## config.mk

```make
export PLATFORM = sky130hd
export DESIGN_NAME = alu_link
export DESIGN_NICKNAME = d
export VERILOG_FILES = /design/src/rtl/alu_link.sv
export SDC_FILE = /design/constraint.sdc
export NUM_CORES = 1
export LEC_CHECK = 0
export CORE_ASPECT_RATIO = 0.9
export CORE_MARGIN = 2
export CORE_UTILIZATION = 25
export DETAILED_ROUTE_END_ITERATION = 8
export GPL_ROUTABILITY_DRIVEN = 1
export PLACE_DENSITY = 0.44
export RECOVER_POWER = 25
export SKIP_CTS_REPAIR_TIMING = 1
export SLEW_MARGIN = 15
export SYNTH_ARGS = -nofsm -noshare
export SYNTH_HDL_FRONTEND = slang
export SYNTH_SLANG_ARGS = --single-unit
```

## constraint.sdc

```tcl
create_clock -name clk -period 3.4 [get_ports clk]
set_input_delay 0.85 -clock clk [delete_from_list [all_inputs] [get_ports clk]]
set_output_delay 0.85 -clock clk [all_outputs]
set_load 0.005 [all_outputs]
```

## src/rtl/alu_link.sv

```systemverilog
// Byte-serial command front end: 9-byte frame {op, A, B} in, one execute cycle,
// 32-bit result out as 4 bytes MSB first over a valid/ready stream.
module alu_link (
  input  logic       clk,
  input  logic       reset,
  input  logic       in_valid,
  input  logic [7:0] in_data,
  output logic       in_ready,
  output logic       out_valid,
  output logic [7:0] out_data,
  input  logic       out_ready,
  output logic       busy
);

  typedef enum logic [2:0] {S_OP, S_GET_A, S_GET_B, S_EXEC, S_SEND} state_e;

  state_e      state_q;
  logic [1:0]  cnt_q;
  logic [2:0]  op_q;
  logic [31:0] a_q, b_q, c_q;
  logic [31:0] res_d;
  logic        out_valid_q;
  logic [7:0]  out_data_q;
  logic        in_acc, out_acc;

  assign in_ready  = (state_q == S_OP) || (state_q == S_GET_A) || (state_q == S_GET_B);
  assign busy      = (state_q != S_OP);
  assign out_valid = out_valid_q;
  assign out_data  = out_data_q;
  assign in_acc    = in_valid && in_ready;
  assign out_acc   = out_valid_q && out_ready;

  // Shifts honour the full 32-bit B: any amount past 31 saturates.
  always_comb begin
    res_d = '0;
    case (op_q)
      3'd0: res_d = a_q + b_q;
      3'd1: res_d = a_q - b_q;
      3'd2: res_d = a_q & b_q;
      3'd3: res_d = a_q | b_q;
      3'd4: res_d = (b_q > 32'd31) ? 32'd0 : (a_q >> b_q[4:0]);
      3'd5: res_d = (b_q > 32'd31) ? {32{a_q[31]}} : 32'($signed(a_q) >>> b_q[4:0]);
      3'd6: res_d = {31'd0, (a_q > b_q)};
      3'd7: res_d = {31'd0, ($signed(a_q) > $signed(b_q))};
      default: res_d = '0;
    endcase
  end

  always_ff @(posedge clk) begin
    if (reset) begin
      state_q     <= S_OP;
      cnt_q       <= '0;
      op_q        <= '0;
      a_q         <= '0;
      b_q         <= '0;
      c_q         <= '0;
      out_valid_q <= 1'b0;
      out_data_q  <= '0;
    end else begin
      case (state_q)
        S_OP: if (in_acc) begin
          op_q    <= in_data[2:0];
          cnt_q   <= '0;
          state_q <= S_GET_A;
        end
        S_GET_A: if (in_acc) begin
          a_q   <= {a_q[23:0], in_data};
          cnt_q <= cnt_q + 2'd1;
          if (cnt_q == 2'd3) state_q <= S_GET_B;
        end
        S_GET_B: if (in_acc) begin
          b_q   <= {b_q[23:0], in_data};
          cnt_q <= cnt_q + 2'd1;
          if (cnt_q == 2'd3) state_q <= S_EXEC;
        end
        S_EXEC: begin
          c_q         <= res_d;
          out_data_q  <= res_d[31:24];
          out_valid_q <= 1'b1;
          cnt_q       <= '0;
          state_q     <= S_SEND;
        end
        S_SEND: if (out_acc) begin
          // c_q shifts so its top byte is always the one on the wire
          c_q        <= {c_q[23:0], 8'h00};
          out_data_q <= c_q[23:16];
          cnt_q      <= cnt_q + 2'd1;
          if (cnt_q == 2'd3) begin
            out_valid_q <= 1'b0;
            state_q     <= S_OP;
          end
        end
        default: state_q <= S_OP;
      endcase
    end
  end

endmodule

```

-- After elaboration in Yosys (flattened, before gate mapping)
Index checks and enable logic that the tools add are counted.
W data, S select, Z words.
- output and inout bits: 11
- word-level logic and storage cells: 77
- bits in registers: 105
- input bits: 12
- shift-type cells: 2
- bitwise logic cells: 2
- reduce and logical (&&, ||, !) cells: 17
- magnitude comparators: 3
- muxes and demuxes: 22
- equality and inequality tests: 20
- $add $sub $neg: 3
- operator list (kind ; number):
    $pmux W32 S8 ; 1
    $gt A32 B32 Y1 ; 2
    $mux W32 ; 2
    $pmux W24 S2 ; 1
    $add A32 B32 Y32 ; 1
    $and A32 B32 Y32 ; 1
    $gt A32 B5 Y1 const B ; 1
    $or A32 B32 Y32 ; 1
    $shr A32 B5 Y32 ; 1
    $sshr A32 B5 Y32 ; 1
    $sub A32 B32 Y32 ; 1
    $mux W24 ; 1
    $mux W3 ; 7
    $pmux W8 S2 ; 1
    $eq A3 B3 Y1 const B ; 5
    $pmux W3 S5 ; 1
    $eq A3 B2 Y1 const B ; 4
    $ne A2 B2 Y1 const B ; 5
    $mux W8 ; 1
    $pmux W2 S4 ; 1
    $reduce_and A2 Y1 ; 4
    $reduce_and A7 Y1 ; 1
    $eq A3 B1 Y1 const B ; 2
    $logic_not A3 Y1 ; 2
    14 further kinds ; 21

-- Logic depth before layout (Yosys ltp)
- word-level depth: 6
- gate-level depth with buffers: 15
- gate-level depth less buffers: 13

-- Worst setup path before layout
OpenSTA, ideal clock, no wires.
- kind: reg-to-reg
- from: register b_q[2]
- to: register c_q[15]
- stages on the path, launching flop included: 16
- setup slack: 0.022 ns
- arrival: 3.282 ns
- data required time: 3.304 ns
- library setup time: 0.096 ns
- path buffers: 4
- period minus slack after synthesis: 3.378 ns
- cell sequence: dfxtp_1 -> inv_1 -> clkbuf_1 -> buf_2 -> buf_2 -> ha_1 -> buf_2 -> o21ai_2 -> o21a_2 -> nor4_1 -> or3_4 -> a31oi_4 -> o221ai_2 -> a2111oi_4 -> nor3_1 -> o41ai_2
- word-level cells in the longest chain between the ends: 4
- elaborated cells between the ends (all ways): 9
- those cells by class: 2 x add/sub; 1 x order compare; 2 x shift; 4 x mux
- RTL lines (item ; RTL line ; source):
    from (decl) ; 20 ; logic [31:0] a_q, b_q, c_q;
    from (signal assigned) ; 72 ; b_q <= {b_q[23:0], in_data};
    $gt A32 B5 Y1, or another cell as far along ; 41, 42 ;
    $mux W32, on equally long branches ; 42, 41 ;
    $pmux W32 S8 (*) ; 36 ; case (op_q)
    $pmux W24 S2 (*) ; 60 ; case (state_q)
    to (signal assigned) ; 77 ; c_q <= res_d;
    to (signal assigned) ; 85 ; c_q <= {c_q[23:0], 8'h00};
    to (decl) ; 20 ;
Mark *: on every way between the ends. The rest lies on a longest branch, timed or not.
A chain may end at the register's enable or synchronous reset.

-- Worst setup path in the final report
- from: register a_q[0]
- to: register out_data_q[2] (netlist: out_data[2])
- word-level cells in the longest chain between the ends: 4
- elaborated cells between the ends (all ways): 8
- those cells by class: 2 x add/sub; 2 x shift; 4 x mux
- RTL lines (item ; RTL line ; source):
    from (decl) ; 20 ;
    from (signal assigned) ; 67 ; a_q <= {a_q[23:0], in_data};
    parallel branches: the longest is 2 deep, another holds $sub A32 B32 Y32 ; n/a ;
    $pmux W32 S8 (*) ; 36 ;
    $pmux W8 S2 (*) ; 60 ;
    to (signal assigned) ; 78 ; out_data_q <= res_d[31:24];
    to (signal assigned) ; 86 ; out_data_q <= c_q[23:16];
    to (decl) ; 23 ; logic [7:0] out_data_q;
Mark *: on every way between the ends.

==> metrics <==
crit-path cells ha_2 -> fa_2 -> a21o_1 -> nand4_1 -> a21oi_2 -> o31a_1 -> a211oi_2 -> or4_1 -> o21ai_0 -> a22oi_1 -> a221oi_2; metal2 WL 24,900 um; Critical Path RT 3.70 ns; Detailed Routing Iterations Pass 1 5; Cells after DPL 2,306; largest area contributor in the netlist dfxtp_1; min cycle time layout 3.25 ns; layout cell share with drive strength beyond 1 16.5%; final cell count without fillers 2,323; reg2reg end out_data[2]; Slew Viols, Final 33; top sig layer met4; CTS buffer count 9; Slowest cell on crit path or4_1; Post-Synth Adder-Cell Area 10.9%; ant diodes 0; Synth Register Bits 105; Leak 5.13 nW; Max VDD drop 0.261 mV; routed via count 13,100; Die X 230 um; R2R depth 11; Critical Path Start a_q[0]; Syn Std Cell Area 11,500 sq um; Die Area 47,700 sq um; PD cells 222 nW/um^2; XOR/XNOR share of the synthesized area 2.82%; ys flop type dfxtp_1; Max Cap Violations 1; CP Capture Type flop; Row Count 74; status finished with violations; EDFF count, synth 0; WL met1 29,200 um; worst-margin pin slew 1.92 ns; Reg2Reg Setup Slack 0.15 ns; Critical Path Max Stage Delay 0.48 ns; Initial Util 25.3%; Worst-path clk slew 0.09 ns; core area 45,400 sq um; crit path capture out_data[2]; nets 1,821; CP arrival 3.55 ns; total power 0.00304 W; I/O pin count 23; initial antenna violation count 0; FF-to-FF Start a_q[0]; H-tree depth 3; yosys warns 0; failing checks capacitance limit, slew limit; Area Overhead vs Synth 19.2%; most frequent cell after synthesis nand2_1; met3 routed WL 4240 um; total track usage 24.6%; routability-driven placement congestion ratio 1.00; worst setup path class reg2reg; Mapped Cells 1,624; Setup TNS 0 ns; post-synthesis area per instance 7.08 sq um; initial drt markers 1,431; Worst Skew 0.0240 ns; Worst-Skew Late Latency 0.41 ns; dpl hpwl 47,400 um; Synthesized Nets 1,735; post-synthesis mux area share 8.12%; Synth area leaders dfxtp_1, ha_1, a21oi_1, nand2_1, mux4_2; clock sinks 105; residual DRC count 0; simple logic cell fraction of the synthesized area 21.2%; Clock Tree Root clkbuf_16; die span in y 207 um; register area share after synthesis 18.3%; crit start category flop; ANT nets after route 0; slew margin rel. -28.0%; Max Fclk 0.308 GHz; commonest cells in the netlist nand2_1, a21oi_1, nor2_1; clock tree buffer depth 2; CTS tree built; layout filler cell count 5,018; Port Buffers 22; largest net degree at the start of global routing 58; share of flip-flops with an asynchronous set or reset 0%; Yosys cell types 86; first-pass GRT wire length 86,600 um; # setup viols final 0; drt total wl 59,600 um; CP Max Fanout 5; vias in the first global route 12,300; hold crit path type reg2reg; Final Hold Viols 0; Via density 5.63; routed length per instance 25.7 um; period utilisation layout 95.6%; total gr overflow 0; largest family of logic cells by synthesized area compound AO/OA/AOI/OAI gates; Compound-Gate Fraction of Synth Area 30.6%; post-synth top area share 18.3%
## worst min-delay path by stage
stage / start / endpoint / cells after the start
final: c_q[5] / c_q[5] / 2
after global routing: c_q[5] / c_q[5] / 2
after CTS: c_q[5] / c_q[5] / 2
after detailed placement: c_q[2] / c_q[2] / 2
after global placement: c_q[7] / c_q[7] / 2
after floorplan: c_q[5] / c_q[5] / 2
## state kept, by name, indices dropped and copies added, names as in the netlist
name / count
cnt_q: 2
a_q: 32
out_valid: 1
b_q: 32
out_data: 8
op_q: 3
c_q: 24
state_q: 3
## power by group
group	internal [W]	leakage (nW)	switching [W]	total, W
Combinational	0.000233	4.14	0.000406	0.000639
Clock	0.000536	0.142	0.000614	0.00115
Sequential	0.00124	0.850	0.00000923	0.00125
Total	0.00201	5.13	0.00103	0.00304
## metal layers
metal,vias to the layer above,track usage (%)
met4,0,5.83
met2,541,35.7
met5,-,0
met1,6498,37.6
li1,5989,-
met3,48,3.65
## logic make-up after synthesis
logic type | after synthesis
flip-flops | 105
adder cells (fa/ha/maj) | 99
AO/OA/AOI/OAI | 550
buffers and inverters | 226
XOR/XNOR | 37
multiplexers | 59
AND/OR/NAND/NOR | 548
## placed cells by master, fill, tap and decap left out, types with 11 or more instances in the layout
master / n
mux2i_1: 19
o21bai_1: 12
mux2_2: 14
nand3_1: 33
o211ai_1: 13
xnor2_1: 29
o21ai_0: 107
nand2_1: 231
buf_4: 170
dfxtp_1: 100
nor3_1: 49
a21o_1: 25
a31oi_1: 13
o22ai_1: 18
mux4_2: 26
clkdlybuf4s50_1: 20
nor2_1: 142
o21ai_1: 11
a211oi_1: 36
ha_1: 88
o221ai_1: 13
inv_1: 99
a21oi_1: 191
nor4_1: 20
## metrics by stage
stage	util [%]	setup WS, ns	instance area [sq um]	hold WS [ns]
global route	30.2	-0.0115	13700	0.472
CTS	30.0	-0.0986	13600	0.460
floorplan	-	0.0222	11500	0.417
detailed placement	29.3	-0.0568	13300	0.444
global placement	29.3	-0.0611	13300	0.443
finish	30.2	0.151	13700	0.455
## worst max-delay path: cells and delay by family (launching register included)
kind | cells | cell delay, ns
flops | 1 | 0.42
compound gates | 7 | 1.56
simple gates | 2 | 0.63
fa+ha+maj | 2 | 0.54
## layout make-up
| cell class | instances | area, sq um | area share (%) |
|---|---|---|---|
| Clock buffer | 10 | 239 | 1.74 |
| Inverter | 105 | 394 | 2.88 |
| Sequential cell | 105 | 2110 | 15.4 |
| Clock inverter | 6 | 62.6 | 0.457 |
| Tap cell | 608 | 761 | 5.55 |
| Timing Repair Buffer | 196 | 1560 | 11.4 |
| Multi-Input combinational cell | 1293 | 8570 | 62.6 |
Note: power is estimated with default switching activity, not from simulation.
